### config.mk
export PLATFORM = sky130hd
export DESIGN_NAME = systolic_mac_ctrl
export DESIGN_NICKNAME = d
export VERILOG_FILES = /design/src/rtl/systolic_mac_ctrl.sv
export SDC_FILE = /design/constraint.sdc
export NUM_CORES = 1
export LEC_CHECK = 0
export CORE_ASPECT_RATIO = 0.7
export CORE_MARGIN = 2
export CORE_UTILIZATION = 50
export CTS_CLUSTER_DIAMETER = 40
export DETAILED_ROUTE_END_ITERATION = 6
export HOLD_SLACK_MARGIN = 0.06
export PLACE_DENSITY = 0.74
export SETUP_SLACK_MARGIN = 0.4
export SYNTH_ARGS = -nofsm -noshare
export SYNTH_HDL_FRONTEND = slang
export SYNTH_SLANG_ARGS = --single-unit
### constraint.sdc
create_clock -name clk -period 3.6 [get_ports clk]
set_input_delay 0.9 -clock clk [delete_from_list [all_inputs] [get_ports clk]]
set_output_delay 0.9 -clock clk [all_outputs]
set_load 0.01 [all_outputs]
### src/rtl/systolic_mac_ctrl.sv
// Sequencing controller for the systolic MAC array.
// A job of k_len operand beats is cleared, fed, flushed through an external
// flush counter (cnt_en/cnt_done), and then its ARRAY_DIM result rows are
// drained over a valid/ready handshake, ending in a one-cycle done pulse.
module systolic_mac_ctrl #(
    parameter int unsigned ARRAY_DIM = 4,
    parameter int unsigned K_WIDTH   = 8,
    parameter int unsigned ROW_WIDTH = 2
) (
    input  logic                 clk,
    input  logic                 rst,
    input  logic                 start,
    input  logic [K_WIDTH-1:0]   k_len,
    output logic                 busy,
    output logic                 done,
    input  logic                 in_valid,
    output logic                 in_ready,
    output logic                 acc_clr,
    output logic                 mac_en,
    output logic                 cnt_en,
    input  logic                 cnt_done,
    output logic                 out_valid,
    input  logic                 out_ready,
    output logic [ROW_WIDTH-1:0] out_row
);

    typedef enum logic [2:0] {
        S_IDLE,
        S_CLEAR,
        S_FEED,
        S_FLUSH,
        S_DRAIN,
        S_DONE
    } state_e;

    localparam logic [ROW_WIDTH-1:0] LAST_ROW = ROW_WIDTH'(ARRAY_DIM - 1);

    state_e               state_q, state_d;
    logic [K_WIDTH-1:0]   beat_q, beat_d;
    logic [K_WIDTH-1:0]   klen_q, klen_d;
    logic [ROW_WIDTH-1:0] row_q, row_d;
    logic [K_WIDTH-1:0]   beat_inc;

    // State, beat counter, latched job length and drain row index.
    always_ff @(posedge clk or posedge rst) begin
        if (rst) begin
            state_q <= S_IDLE;
            beat_q  <= '0;
            klen_q  <= '0;
            row_q   <= '0;
        end else begin
            state_q <= state_d;
            beat_q  <= beat_d;
            klen_q  <= klen_d;
            row_q   <= row_d;
        end
    end

    // Next-state logic and output decode from the registered state.
    always_comb begin
        state_d   = state_q;
        beat_d    = beat_q;
        klen_d    = klen_q;
        row_d     = row_q;
        beat_inc  = beat_q + 1'b1;
        busy      = (state_q != S_IDLE);
        done      = 1'b0;
        in_ready  = 1'b0;
        acc_clr   = 1'b0;
        mac_en    = 1'b0;
        cnt_en    = 1'b0;
        out_valid = 1'b0;
        out_row   = row_q;

        case (state_q)
            S_IDLE: begin
                if (start) begin
                    if (k_len != '0) begin
                        klen_d  = k_len;
                        beat_d  = '0;
                        state_d = S_CLEAR;
                    end else begin
                        // Empty job skips straight to completion.
                        state_d = S_DONE;
                    end
                end
            end
            S_CLEAR: begin
                acc_clr = 1'b1;
                state_d = S_FEED;
            end
            S_FEED: begin
                in_ready = 1'b1;
                mac_en   = in_valid;
                if (in_valid) begin
                    beat_d = beat_inc;
                    // beat_inc never exceeds klen_q, so the counter cannot wrap.
                    if (beat_inc == klen_q) begin
                        state_d = S_FLUSH;
                    end
                end
            end
            S_FLUSH: begin
                // Dropping cnt_en on the done cycle leaves the counter at 0.
                cnt_en = !cnt_done;
                mac_en = !cnt_done;
                if (cnt_done) begin
                    state_d = S_DRAIN;
                end
            end
            S_DRAIN: begin
                out_valid = 1'b1;
                if (out_ready) begin
                    if (row_q == LAST_ROW) begin
                        row_d   = '0;
                        state_d = S_DONE;
                    end else begin
                        row_d = row_q + 1'b1;
                    end
                end
            end
            S_DONE: begin
                done    = 1'b1;
                state_d = S_IDLE;
            end
            default: begin
                state_d = S_IDLE;
            end
        endcase
    end

endmodule
# Word-level counts from Yosys, hierarchy flattened
# Index checks and enable logic that the tools add are counted.
totals:
  register_bits: 21
  word_cells: 48
  inputBits: 14
classes:
  mux: 19
  n_addsub: 2
  reduce_logical: 9
  eq_ne: 14
ops:
  columns: ["op", "count"]
  rows:
  - ["2-to-1 mux 8 bit", 3]
  - ["2-to-1 mux 3 bit", 7]
  - ["one-hot mux 8 bit (2 select lines)", 1]
  - ["one-hot mux 3 bit (5 select lines)", 1]
  - ["!= test 2 bit (second input constant)", 7]
  - ["adder 8 x 1 -> 8 bit (second input constant)", 1]
  - ["equality test 8 bit", 1]
  - ["nonzero test 8 bit", 1]
  - ["equality test 3 x 2 -> 1 bit (second input constant)", 2]
  - ["equality test 3 bit (second input constant)", 2]
  - ["AND reduction 6 bit", 1]
  - ["2-to-1 mux 1 bit", 5]
  - ["AND reduction 4 bit", 1]
  - ["equality test 3 x 1 -> 1 bit (second input constant)", 1]
  - ["zero test 3 bit", 1]
  - ["AND reduction 3 bit", 1]
  - ["nonzero test 3 bit", 1]
  - ["adder 2 x 1 -> 2 bit (second input constant)", 1]
  - ["equality test 2 bit (second input constant)", 1]
  - ["2-to-1 mux 2 bit", 1]
  - ["one-hot mux 1 bit (2 select lines)", 1]
  - ["AND reduction 2 bit", 1]
  - ["nonzero test 2 bit", 1]
  - ["zero test 1 bit", 1]

# Longest topological paths before layout
# Gate-level depths: netlist of the first run.
logic_depth:
  ltp_word: 5
  ltp_mapped: 6
  mapped_depth_nobuf: 6

# Worst setup path after synthesis of the first run
# OpenSTA, ideal clock, no wires.
synth_path:
  kind: "in2out"
  startpoint: "input in_valid"
  endpoint: "output mac_en"
  n_path_buf: 0
  cell_stages: 3
  arrival_time_ns: 1.343
  slack_ns: 1.357
  path_cell_list: "and2_1 -> nand2_1 -> o21ai_0"
synth_between:
  elab_chain_cells: 1
synth_rtl:
  columns: ["element", "line_no", "source"]
  rows:
  - ["start, declared", "16", "input logic in_valid,"]
  - ["one-hot mux 1 bit (2 select lines)", "75", "case (state_q)"]
  - ["end, declared", "19", "output logic mac_en,"]
# No other way between the ends.

# Worst setup path after layout of the first run
# Ends and elaborated chain as after synthesis.

==> results of run 1 <==
how the worst max path moves through the flow:
stage | from | to | slack, ns
final | in_valid | mac_en | 0.58
after global routing | in_valid | mac_en | 0.48
after CTS | in_valid | mac_en | 0.57
after detailed placement | in_valid | mac_en | 0.30
after global placement | in_valid | mac_en | 0.32
after floorplan | in_valid | mac_en | 1.36
synth_stat cells, types with 2 or more instances:
library cell and instances:
sky130_fd_sc_hd__inv_1 4, sky130_fd_sc_hd__nand3_1 4, sky130_fd_sc_hd__nor4_2 2, sky130_fd_sc_hd__mux2_2 8, sky130_fd_sc_hd__buf_2 2, sky130_fd_sc_hd__xor2_1 2
sky130_fd_sc_hd__a21oi_1 3, sky130_fd_sc_hd__clkbuf_1 2, sky130_fd_sc_hd__xnor2_1 7, sky130_fd_sc_hd__buf_6 2, sky130_fd_sc_hd__and2_1 2, sky130_fd_sc_hd__and3_1 3
sky130_fd_sc_hd__nor2_4 2, sky130_fd_sc_hd__ha_1 2, sky130_fd_sc_hd__mux2_1 2, sky130_fd_sc_hd__nor2_1 8, sky130_fd_sc_hd__nor3b_1 2, sky130_fd_sc_hd__dfrtp_1 21
sky130_fd_sc_hd__nand2_1 16, sky130_fd_sc_hd__o21ai_0 6, sky130_fd_sc_hd__o311ai_0 2, sky130_fd_sc_hd__nor3_1 5, sky130_fd_sc_hd__mux2i_1 4
flip-flops by register name (all words and copies together) (netlist names):
signal / cells
klen_q: 8
beat_q: 8
out_row: 2
state_q: 3
logic make-up (layout without fill, tap and decap cells):
logic type	after synthesis	count (layout)	synth area share (%)
AOI/OAI and AO/OA	26	26	14.6
muxes	14	14	11.3
adders and majority gates	2	2	1.85
xor gates and xnor gates	9	9	5.83
DFF	21	21	38.9
and+or+nand+nor	53	53	23.1
buffers and inverters	11	30	4.44
what timing repair did:
item                                    in CTS  in global routing
gates resized for setup                      1                  0
hold buffers                                 0                  0
endpoints found under the setup margin       1                  0
worst max-delay path, cell delays in order:
cell and delay, ns:
sky130_fd_sc_hd__clkdlybuf4s50_1 0.50, sky130_fd_sc_hd__and2_1 0.20, sky130_fd_sc_hd__nand2_1 0.14, sky130_fd_sc_hd__o21ai_0 0.10, sky130_fd_sc_hd__dlygate4sd2_1 0.29
power groups by stage:
| stage | logic (mW) | registers [mW] | clock network, mW |
|---|---|---|---|
| after global placement | 0.647 | 0.527 | 0 |
| after detailed placement | 0.662 | 0.534 | 0 |
| after floorplan | 0.576 | 0.438 | 0 |
| final | 0.657 | 0.534 | 0.154 |
| after CTS | 0.660 | 0.529 | 0.158 |
| after global routing | 0.731 | 0.558 | 0.166 |
per-layer routing:
layer	vias up	track usage, %	part of all wire, %
met1	526	28.6	47
li1	525	-	-
met5	-	0	0
met4	0	8.16	0.93
met2	45	32.4	46
met3	2	4.94	6.4
stage by stage:
stage / instances / area (sq um)
floorplan: 136 / 1350
global placement: 185 / 1570
detailed placement: 185 / 1570
CTS: 189 / 1610
global route: 189 / 1610
finish: 189 / 1610
cell type report:
| type | instances | area share, % |
|---|---|---|
| multi-input combinational | 104 | 47.5 |
| inverter | 4 | 0.931 |
| timing repair buffer | 22 | 13.6 |
| tap | 34 | 2.64 |
| clock buffer | 4 | 2.79 |
| sequential | 21 | 32.6 |
==> results.txt, run 1 <==
----------------------------------------------------
[Critical path]
  Critical Path Source Type ... primary input
  Worst Setup End Kind ... output pin
  Beginning of the worst register-to-register path ... beat_q[0]
  Arrival time reported for the critical path endpoint ... 2.12 ns
  FF-to-FF End ... state_q[0]
  Category of the critical setup timing path ... in -> out
  Flop-to-flop setup slack ... roughly 1.9 ns
  Critical Path RT ... between 2 and 3 ns
  Worst-path maximum fanout ... 5
  Length in cells of the worst reg-to-reg path ... 6

[Power and ir drop]
  IR drop worst, VDD ... between 0.3 and 0.4 mV
  Portion of total power attributed to the clock network ... a little under an eighth
  Share of power burned in registers ... between 30 and 40%
  Internal portion of total power ... a little under 0.8 mW
  Net switching fraction of the power ... about 42%
  PnR Total Power ... 1.35 mW
  Net switching power ... 0.567 mW
  P per Cell Area ... 834 mW/mm^2
  Leak Pwr ... 0.667 nW
  Combinational cell fraction of total power ... 48.8%

[Floorplan]
  Count of standard-cell rows ... 15
  Core Region ... 0.00251 sq mm
  Area of the die ... 0.00314 sq mm
  Die extent in x ... 66.1 um
  Initial core utilization ... 53.7%
  IO Count ... 23
  Height of the die ... 47.5 um

[Flow run]
  Count of maximum capacitance violations ... 0

[Finish]
  Layout overhead on the synthesized area ... 19.4%
  Fraction of layout cells with a size suffix above 1 ... a little over an eighth
  Count of antenna diodes in the layout ... 0
  Core Util, Final ... 64.1%
  Filler cells ... roughly 210
  Top library cells by usage in the layout, fill and taps aside ... sky130_fd_sc_hd__dfrtp_1, sky130_fd_sc_hd__clkdlybuf4s50_1, sky130_fd_sc_hd__nand2_1
  Flip-flop and latch area ... 526 sq um
  Multi-input gate area in the final layout ... roughly 770 sq um
  Nets ... around 170

[Clock tree]
  Clock root cell ... sky130_fd_sc_hd__clkbuf_8
  Clock latency on the worst-skew pair ... 0.26 ns
  Clock Tree Buf Depth ... 2
  Clock sinks ... 21
  Clock tree from TritonCTS ... built
  Clock transition at path regs ... 0.07 ns
  Max H-tree Level ... 1
  Buffer count from post-CTS setup fixing ... 0
  Number of buffers added by the clock tree synthesis step ... 3

[Logic synthesis]
  Proportion of register bits with asynchronous set or reset after synthesis ... 100%
  Yosys Warn Count ... 0
  Number of instances in the synthesized netlist ... 136
  Post-synthesis cell type with the largest combined area ... sky130_fd_sc_hd__dfrtp_1
  Post-synth EDFFs ... 0
  Ranking of synthesized cells by area ... sky130_fd_sc_hd__dfrtp_1, sky130_fd_sc_hd__mux2_2, sky130_fd_sc_hd__xnor2_1
  Yosys top cell area share ... about two fifths
  Cell area after synthesis ... between 0.001 and 0.0015 sq mm
  Count of unique library cells instantiated by Yosys ... 48
  Net count after synthesis ... 152
  Top flip-flop cell by instance count after synthesis ... sky130_fd_sc_hd__dfrtp_1
  Sequential area share after synthesis ... between 30% and 40%
  Number of flip-flops and latches in the synthesized netlist ... 21
  Avg Inst Size Synth ... 9.94 sq um

[STA]
  Final number of hold-violating endpoints ... 0
  Slack of the critical path ... 0.576 ns
  Setup skew after layout ... 0.00474 ns
  Number of setup violations in the final report ... 0
  Period Utilization, post-route ... between 80% and 90%
  Final number of max-transition violations ... 0
  Transition time at the pin with the least slew margin ... a little under 0.8 ns
  Minimum period implied by the final worst setup slack ... between 3 and 4 ns
  Setup_tns ... 0 ns
  Achievable clock frequency ... 331 MHz
  Slew headroom ... 48.2%
  Unrepaired setup endpoints after global routing ... no
  Worst Hold Slack ... 0.520 ns

[Route]
  Number of iterations in the first detailed-routing pass ... 4
  Number of remaining DRC errors ... 0
  Initial DRC Count ... roughly 130
  Remaining number of nets flagged by the antenna check after routing ... 0
  Via count ... 1098
  Wire per inst ... 14.8 um
  Total length of routed wires ... roughly 2.8 mm
  Average via count per standard cell ... a little under 6

[Global routing]
  Gr ovfl total ... 0
  Wire length of the first global-routing pass ... 4.69 mm
  Overall global routing resource usage ... approximately 21%
  Vias in the first global route ... about 960
  Pin count of the biggest net entering global routing ... 22
  Antenna violations before repair ... 0

[Outcome]
  Run status ... finished, final reports clean

[Placed design]
  Placement-stage worst setup slack ... around 0.30 ns
  Routability congestion estimate from global placement ... 0.836
  HPWL after detailed placement ... between 2 and 2.5 mm
  Count of port buffers added during placement ... 22

[Worst hold path]
  Class of the worst hold path ... reg -> reg
  Worst hold path stage count ... 1
  End of the worst hold path ... klen_q[1]
  Min-delay src ... klen_q[1]

----------------------------------------------------
No activity file was read; power rests on OpenSTA's default activity.
==> run 2: changes to the inputs <==
clock period = 3.15 ns   (was 3.6 ns; I/O delays follow)
==> run 2 against run 1 <==
  * Hold slack improved by 0.023 ns
  * Clock power rose by 16%
  * Power rose by 16%
  * Combinational power rose by 17%
  * Global-route usage fell by 0.29 points
  * Non-clock buffer count rose by 1
  * Highest routed layer unchanged
==> results.txt, run 2 (synthesis gave the netlist of run 1 again) <==
----------------------------------------------------
[Floorplan]
  Count of standard-cell rows ... 15 (unchanged)
  Initial core utilization ... 53.7% (unchanged)
  Area of the die ... 0.00314 sq mm (unchanged)
  IO Count ... 23 (unchanged)
  Height of the die ... 47.5 um (unchanged)
  Core Region ... 0.00251 sq mm (unchanged)
  Die extent in x ... 66.1 um (unchanged)

[Finish]
  Nets ... 173 (was 172)
  Fraction of layout cells with a size suffix above 1 ... 16.0% (was 13.5%)
  Non-Filler Cell Area, Final ... 0.00163 sq mm (was 0.00161 sq mm)
  Most common cell after layout, fill and taps aside ... sky130_fd_sc_hd__dfrtp_1
  Layout overhead on the synthesized area ... 20.6% (was 19.4%)
  Largest registers in the final layout ... beat_q x8, klen_q x8, state_q x3 (unchanged)
  Count of antenna diodes in the layout ... 0 (unchanged)
  Count of placed standard cells in the final layout, fillers left out ... 190 (was 189)
  Top library cells by usage in the layout, fill and taps aside ... sky130_fd_sc_hd__dfrtp_1, sky130_fd_sc_hd__clkdlybuf4s50_1, sky130_fd_sc_hd__nand2_1 (unchanged)

[Clock tree]
  Clock Tree Buf Depth ... 2 (unchanged)
  Buffer count from post-CTS setup fixing ... 0 (unchanged)
  Number of buffers added by the clock tree synthesis step ... 3 (unchanged)
  Max H-tree Level ... 1 (unchanged)
  Clock root cell ... sky130_fd_sc_hd__clkbuf_8 (unchanged)
  Clock tree from TritonCTS ... built (unchanged)
  Clock sinks ... 21 (unchanged)
  Clock latency on the worst-skew pair ... 0.26 ns (about the same)
  Clock transition at path regs ... 0.08 ns (was 0.07 ns)

[Route]
  Total length of routed wires ... 2.91 mm (was 2.79 mm)
  Number of iterations in the first detailed-routing pass ... 4 (unchanged)
  Initial DRC Count ... 68 (was 125)
  Via count ... 1108 (was 1098)
  Average via count per standard cell ... 5.83 (was 5.81)
  Uppermost signal routing layer after detailed routing ... met4 (unchanged)
  Number of remaining DRC errors ... 0 (unchanged)
  Met2 wire length ... 1.34 mm (was 1.27 mm)
  Remaining number of nets flagged by the antenna check after routing ... 0 (unchanged)
  Detail Route met3 WL ... 132 um (was 178 um)
  Wire per inst ... 15.3 um (was 14.8 um)
  Post-Route M1 WL ... 1.40 mm (was 1.32 mm)

[Global routing]
  Pin count of the biggest net entering global routing ... 22 (unchanged)
  Overall global routing resource usage ... 20.4% (was 20.7%)
  Wire length of the first global-routing pass ... 4.59 mm (was 4.69 mm)
  Vias in the first global route ... 934 (was 958)
  Gr ovfl total ... 0 (unchanged)
  Antenna violations before repair ... 0 (unchanged)

[Placed design]
  Count of port buffers added during placement ... 22 (unchanged)
  Post-DP Area ... 0.00158 sq mm (was 0.00157 sq mm)
  Number of instances in the placed design ... 186 (was 185)
  HPWL after detailed placement ... 2.25 mm (was 2.22 mm)
  Routability congestion estimate from global placement ... 0.815 (was 0.836)

[STA]
  Number of setup violations in the final report ... 0 (unchanged)
  Final number of hold-violating endpoints ... 0 (unchanged)
  Final number of max-transition violations ... 0 (unchanged)
  Minimum period implied by the final worst setup slack ... about 2.7 ns
  Setup skew after layout ... 0.00115 ns (was 0.00474 ns)
  Unrepaired setup endpoints after global routing ... yes (was no)
  Slew headroom ... 45.9% (was 48.2%)
  Achievable clock frequency ... 371 MHz
  Transition time at the pin with the least slew margin ... 0.811 ns (was 0.776 ns)
  Period Utilization, post-route ... 85.7%
  Setup_tns ... 0 ns (unchanged)

[Critical path]
  Worst Setup End Kind ... output pin (unchanged)
  Critical Path Source Type ... primary input (unchanged)
  Worst-path maximum fanout ... 3 (was 5)
  Critical Path RT ... 2.36 ns (was 2.70 ns)
  Category of the critical setup timing path ... in -> out (unchanged)
  Arrival time reported for the critical path endpoint ... 1.91 ns (was 2.12 ns)

[Power and ir drop]
  PnR Total Power ... 1.56 mW (was 1.35 mW)
  Leak Pwr ... 0.694 nW (was 0.667 nW)
  P per Cell Area ... 960 mW/mm^2 (was 834 mW/mm^2)
  IR drop worst, VDD ... 0.433 mV (was 0.313 mV)

[Outcome]
  Run status ... finished, final reports clean (unchanged)

[Worst hold path]
  Class of the worst hold path ... reg -> reg (unchanged)

[Flow run]
  Count of maximum capacitance violations ... 0 (unchanged)

----------------------------------------------------
[run 2: where the power goes]
part,switching (mW),internal (mW)
combinational,0.356,0.414
sequential,0.221,0.395
clock,0.0896,0.0883
[run 2: final cells by class]
type	count	area (sq um)
fillers	223	886
multi-input cells	104	771
flip-flops and latches	21	526
repair buffers	23	229
well taps	34	42.5
clock buffers	3	41.3
inverters	4	15.0
clock inverters	1	5.00
[run 2: what timing repair did]
action	CTS	global route
resized for setup	1	3
endpoints found under the setup margin	1	3
hold buffers	0	0
pin swaps	0	0
[run 2: worst paths after layout]
check                            from         end  slack (ns)  depth (start not counted)
max reg2reg                 beat_q[0]  state_q[0]        1.37                          6
max in group asynchronous         rst   beat_q[2]        1.67                          2
min reg2reg                out_row[1]  out_row[1]        0.54                          1
min in group asynchronous         rst  out_row[1]        0.97                          2
min                        out_row[1]  out_row[1]        0.54                          1
max                          in_valid      mac_en        0.45                          5
[run 2: critical path, stage by stage]
cell,delay [ns]
sky130_fd_sc_hd__clkdlybuf4s50_1,0.51
sky130_fd_sc_hd__and2_4,0.18
sky130_fd_sc_hd__nand2_1,0.07
sky130_fd_sc_hd__o21ai_0,0.07
sky130_fd_sc_hd__dlygate4sd2_1,0.29
[run 2: layer usage]
layer  vias to the layer above  global-route usage (%)
met5                         -                       0
met2                        34                    31.8
met1                       540                    28.9
met3                         7                    4.94
li1                        527                       -
met4                         0                    6.12
[run 2: stage by stage]
stage / hold WS (ns) / utilization (%) / setup WS [ns]
4_1_cts: 0.542 / 64.5 / 0.408
3_5_place_dp: 0.524 / 62.7 / 0.128
3_3_place_gp: 0.509 / 62.7 / 0.187
5_1_grt: 0.553 / 64.8 / 0.391
6_report: 0.543 / 64.8 / 0.451
2_1_floorplan: 0.486 / - / 1.13
==> run 3: changes to the inputs <==
ABC_AREA = 1   (was unset)
HOLD_SLACK_MARGIN = 0.12   (was 0.06)
==> run 3 against run 2 <==
  * Worst setup slack better by 0.12 ns
  * Hold slack lost 0.049 ns
  * Non-clock buffer count grew 1
  * Highest routed layer unchanged
==> results.txt, run 3 <==
----------------------------------------------------
[Placed design]
  HPWL after detailed placement ... 2.45 mm (was 2.25 mm)
  Number of instances in the placed design ... 238 (was 186)
  Count of port buffers added during placement ... 22 (unchanged)
  Post-DP Area ... 0.00157 sq mm (was 0.00158 sq mm)
  Placement-stage worst setup slack ... 0.338 ns (was 0.128 ns)
  Routability congestion estimate from global placement ... 0.889 (was 0.815)

[Logic synthesis]
  Post-synth top cells ... sky130_fd_sc_hd__nand2_1, sky130_fd_sc_hd__inv_1, sky130_fd_sc_hd__nand3_1 (was sky130_fd_sc_hd__dfrtp_1, sky130_fd_sc_hd__nand2_1, sky130_fd_sc_hd__mux2_2, sky130_fd_sc_hd__nor2_1, sky130_fd_sc_hd__xnor2_1)
  Proportion of register bits with asynchronous set or reset after synthesis ... 100% (unchanged)
  Top flip-flop cell by instance count after synthesis ... sky130_fd_sc_hd__dfrtp_1 (unchanged)
  Number of flip-flops and latches in the synthesized netlist ... 21 (unchanged)
  Count of unique library cells instantiated by Yosys ... 25 (was 48)
  Yosys top cell area share ... 40.5% (was 38.9%)
  Net count after synthesis ... 197 (was 152)
  Yosys Warn Count ... 0 (unchanged)
  Ranking of synthesized cells by area ... sky130_fd_sc_hd__dfrtp_1, sky130_fd_sc_hd__nand2_1, sky130_fd_sc_hd__nand3_1 (was sky130_fd_sc_hd__dfrtp_1, sky130_fd_sc_hd__mux2_2, sky130_fd_sc_hd__xnor2_1)
  Sequential area share after synthesis ... 40.5% (was 38.9%)
  Cell area after synthesis ... 0.00130 sq mm (was 0.00135 sq mm)
  Library cell with the highest instance count after synthesis ... sky130_fd_sc_hd__nand2_1 (was sky130_fd_sc_hd__dfrtp_1)
  Post-synthesis cell type with the largest combined area ... sky130_fd_sc_hd__dfrtp_1 (unchanged)
  Number of instances in the synthesized netlist ... 181 (was 136)
  Post-synth EDFFs ... 0 (unchanged)
  Avg Inst Size Synth ... 7.17 sq um (was 9.94 sq um)

[STA]
  Unrepaired setup endpoints after global routing ... no (was yes)
  Number of setup violations in the final report ... 0 (unchanged)
  Slew headroom ... 44.9% (was 45.9%)
  Final number of hold-violating endpoints ... 0 (unchanged)
  Final number of max-transition violations ... 0 (unchanged)
  Minimum period implied by the final worst setup slack ... 2.58 ns (was 2.70 ns)
  Setup skew after layout ... 0.00329 ns (was 0.00115 ns)
  Transition time at the pin with the least slew margin ... 0.826 ns (was 0.811 ns)
  Setup_tns ... 0 ns (unchanged)
  Period Utilization, post-route ... 81.8% (was 85.7%)
  Achievable clock frequency ... 388 MHz (was 371 MHz)
  Slack of the critical path ... 0.573 ns (was 0.451 ns)

[Critical path]
  Category of the critical setup timing path ... reg -> out (was in -> out)
  Slowest cell delay on critical path ... 0.58 ns (was 0.51 ns)
  Worst Setup End Kind ... output pin (unchanged)
  Critical Path Slowest Stage Cell ... sky130_fd_sc_hd__clkdlybuf4s50_1 (unchanged)
  FF-to-FF End ... state_q[2] (was state_q[0])
  Worst-path maximum fanout ... 5 (was 3)
  Beginning of the worst register-to-register path ... beat_q[0] (unchanged)
  Length in cells of the worst reg-to-reg path ... 11 (was 6)
  Flop-to-flop setup slack ... 1.36 ns (was 1.37 ns)
  Critical Path RT ... 2.36 ns (about the same)
  Critical Path Source Type ... flip-flop (was primary input)
  Arrival time reported for the critical path endpoint ... 1.79 ns (was 1.91 ns)
  Cell chain of the critical path ... nor2_4 -> nand2_1 -> inv_1 -> clkdlybuf4s50_1 (was clkdlybuf4s50_1 -> and2_4 -> nand2_1 -> o21ai_0 -> dlygate4sd2_1)

[Finish]
  Fraction of layout cells with a size suffix above 1 ... 8.65% (was 16.0%)
  Count of antenna diodes in the layout ... 0 (unchanged)
  Most common cell after layout, fill and taps aside ... sky130_fd_sc_hd__nand2_1 (was sky130_fd_sc_hd__dfrtp_1)
  Top library cells by usage in the layout, fill and taps aside ... sky130_fd_sc_hd__nand2_1, sky130_fd_sc_hd__inv_1, sky130_fd_sc_hd__nand3_1 (was sky130_fd_sc_hd__dfrtp_1, sky130_fd_sc_hd__clkdlybuf4s50_1, sky130_fd_sc_hd__nand2_1)
  Nets ... 225 (was 173)
  Count of placed standard cells in the final layout, fillers left out ... 242 (was 190)
  Non-Filler Cell Area, Final ... 0.00162 sq mm (was 0.00163 sq mm)
  Layout overhead on the synthesized area ... 25.0% (was 20.6%)
  Largest registers in the final layout ... beat_q x8, klen_q x8, state_q x3 (unchanged)

[Flow run]
  Count of maximum capacitance violations ... 0 (unchanged)

[Power and ir drop]
  Portion of total power attributed to the clock network ... 14.9% (was 11.4%)
  P per Cell Area ... 757 mW/mm^2 (was 960 mW/mm^2)
  Combinational cell fraction of total power ... 47.7% (was 49.2%)
  Share of power burned in registers ... 37.3% (was 39.4%)
  Internal portion of total power ... 0.706 mW (was 0.897 mW)
  Leak Pwr ... 0.805 nW (was 0.694 nW)
  Net switching fraction of the power ... 42.5% (was 42.6%)
  IR drop worst, VDD ... 0.372 mV (was 0.433 mV)
  Net switching power ... 0.522 mW (was 0.667 mW)

[Worst hold path]
  Class of the worst hold path ... reg -> reg (unchanged)
  Worst hold path stage count ... 2 (was 1)
  End of the worst hold path ... klen_q[3] (was out_row[1])
  Min-delay src ... klen_q[3] (was out_row[1])

[Clock tree]
  CTS Hold Buffers Added ... 0 (unchanged)
  Clock transition at path regs ... 0.08 ns (about the same)
  Max H-tree Level ... 1 (unchanged)
  Clock sinks ... 21 (unchanged)
  Clock root cell ... sky130_fd_sc_hd__clkbuf_8 (unchanged)
  Buffer count from post-CTS setup fixing ... 0 (unchanged)
  Clock tree from TritonCTS ... built (unchanged)
  Clock latency on the worst-skew pair ... 0.26 ns (about the same)
  Number of buffers added by the clock tree synthesis step ... 3 (unchanged)
  Number of gates given a new drive strength after cts ... 3 (was 1)
  Clock Tree Buf Depth ... 2 (unchanged)

[Floorplan]
  Height of the die ... 46.6 um (was 47.5 um)
  IO Count ... 23 (unchanged)
  Die extent in x ... 64.9 um (was 66.1 um)
  Core Region ... 0.00246 sq mm (was 0.00251 sq mm)
  Area of the die ... 0.00302 sq mm (was 0.00314 sq mm)
  Initial core utilization ... 52.8% (was 53.7%)
  Count of standard-cell rows ... 15 (unchanged)

[Outcome]
  Run status ... finished, final reports clean (unchanged)

[Route]
  Number of iterations in the first detailed-routing pass ... 4 (unchanged)
  Wire per inst ... 12.7 um (was 15.3 um)
  Via count ... 1298 (was 1108)
  Initial DRC Count ... 99 (was 68)
  Number of remaining DRC errors ... 0 (unchanged)
  Average via count per standard cell ... 5.36 (was 5.83)
  Total length of routed wires ... 3.07 mm (was 2.91 mm)
  Remaining number of nets flagged by the antenna check after routing ... 0 (unchanged)

[Global routing]
  Gr ovfl total ... 0 (unchanged)
  Antenna violations before repair ... 0 (unchanged)
  Wire length of the first global-routing pass ... 5.16 mm (was 4.59 mm)
  Pin count of the biggest net entering global routing ... 22 (unchanged)
  Vias in the first global route ... 1157 (was 934)
  Overall global routing resource usage ... 23.2% (was 20.4%)

----------------------------------------------------
## run 3: changes by cell type after synthesis, sizes merged, moves of 6 or more
cell and change:
nand3 +20, nand2 +32, mux2 -9, xnor2 -6, nor2 +6, inv +28
## run 3: layout make-up
cell class	instances	area [sq um]
Inverter	32	120
Sequential cell	21	526
Clock inverter	1	7.51
Tap cell	34	42.5
Timing Repair Buffer	24	235
Fill cell	218	837
Clock buffer	3	41.3
Multi-Input combinational cell	127	649
## run 3: cell families (layout without fill, tap and decap cells)
kind of cell             after synthesis  count (layout)  synth area share, %
AND/OR/NAND/NOR                       99              99                 34.9
buffers and inverters                 33              60                 9.64
AO/OA/AOI/OAI                         23              23                 10.8
flip-flops                            21              21                 40.5
adder cells (fa/ha/maj)                2               2                 1.93
XOR/XNOR                               2               2                 1.35
multiplexers                           1               1                0.868
## run 3: how the worst max path moves through the flow
stage	end	depth (start not counted)	from	slack, ns
2_1_floorplan	mac_en	3	cnt_done	1.15
3_3_place_gp	mac_en	5	cnt_done	0.37
3_5_place_dp	mac_en	5	cnt_done	0.34
4_1_cts	cnt_en	3	cnt_done	0.45
5_1_grt	in_ready	4	state_q[2]	0.50
6_report	in_ready	4	state_q[2]	0.57
## run 3: power by group through the flow
stage	combinational, mW	clock, mW	sequential, mW
CTS	0.586	0.186	0.457
global placement	0.568	0	0.455
finish	0.586	0.183	0.458
global route	0.665	0.194	0.474
detailed placement	0.585	0	0.462
floorplan	0.382	0	0.440
## run 3: metrics by stage
step / power [mW] / hold slack (ns) / util, %
final: 1.23 / 0.494 / 66.0
after global placement: 1.02 / 0.469 / 63.9
after detailed placement: 1.05 / 0.485 / 63.9
after global routing: 1.33 / 0.556 / 66.0
after CTS: 1.23 / 0.502 / 65.9
after floorplan: 0.822 / 0.453 / -
## run 3: critical path, delay by kind of cell (launching register included)
family,cells,cell delay (ns)
flip-flops,1,0.45
AND/OR/NAND/NOR,2,0.34
buffers and inverters,2,0.74
## run 3: routing by layer
| layer | wire (um) | GRT usage, % |
|---|---|---|
| met3 | 183 | 5.13 |
| met2 | 1370 | 36.5 |
| met4 | 27 | 5.96 |
| met5 | 0 | 0 |
| met1 | 1480 | 32.7 |
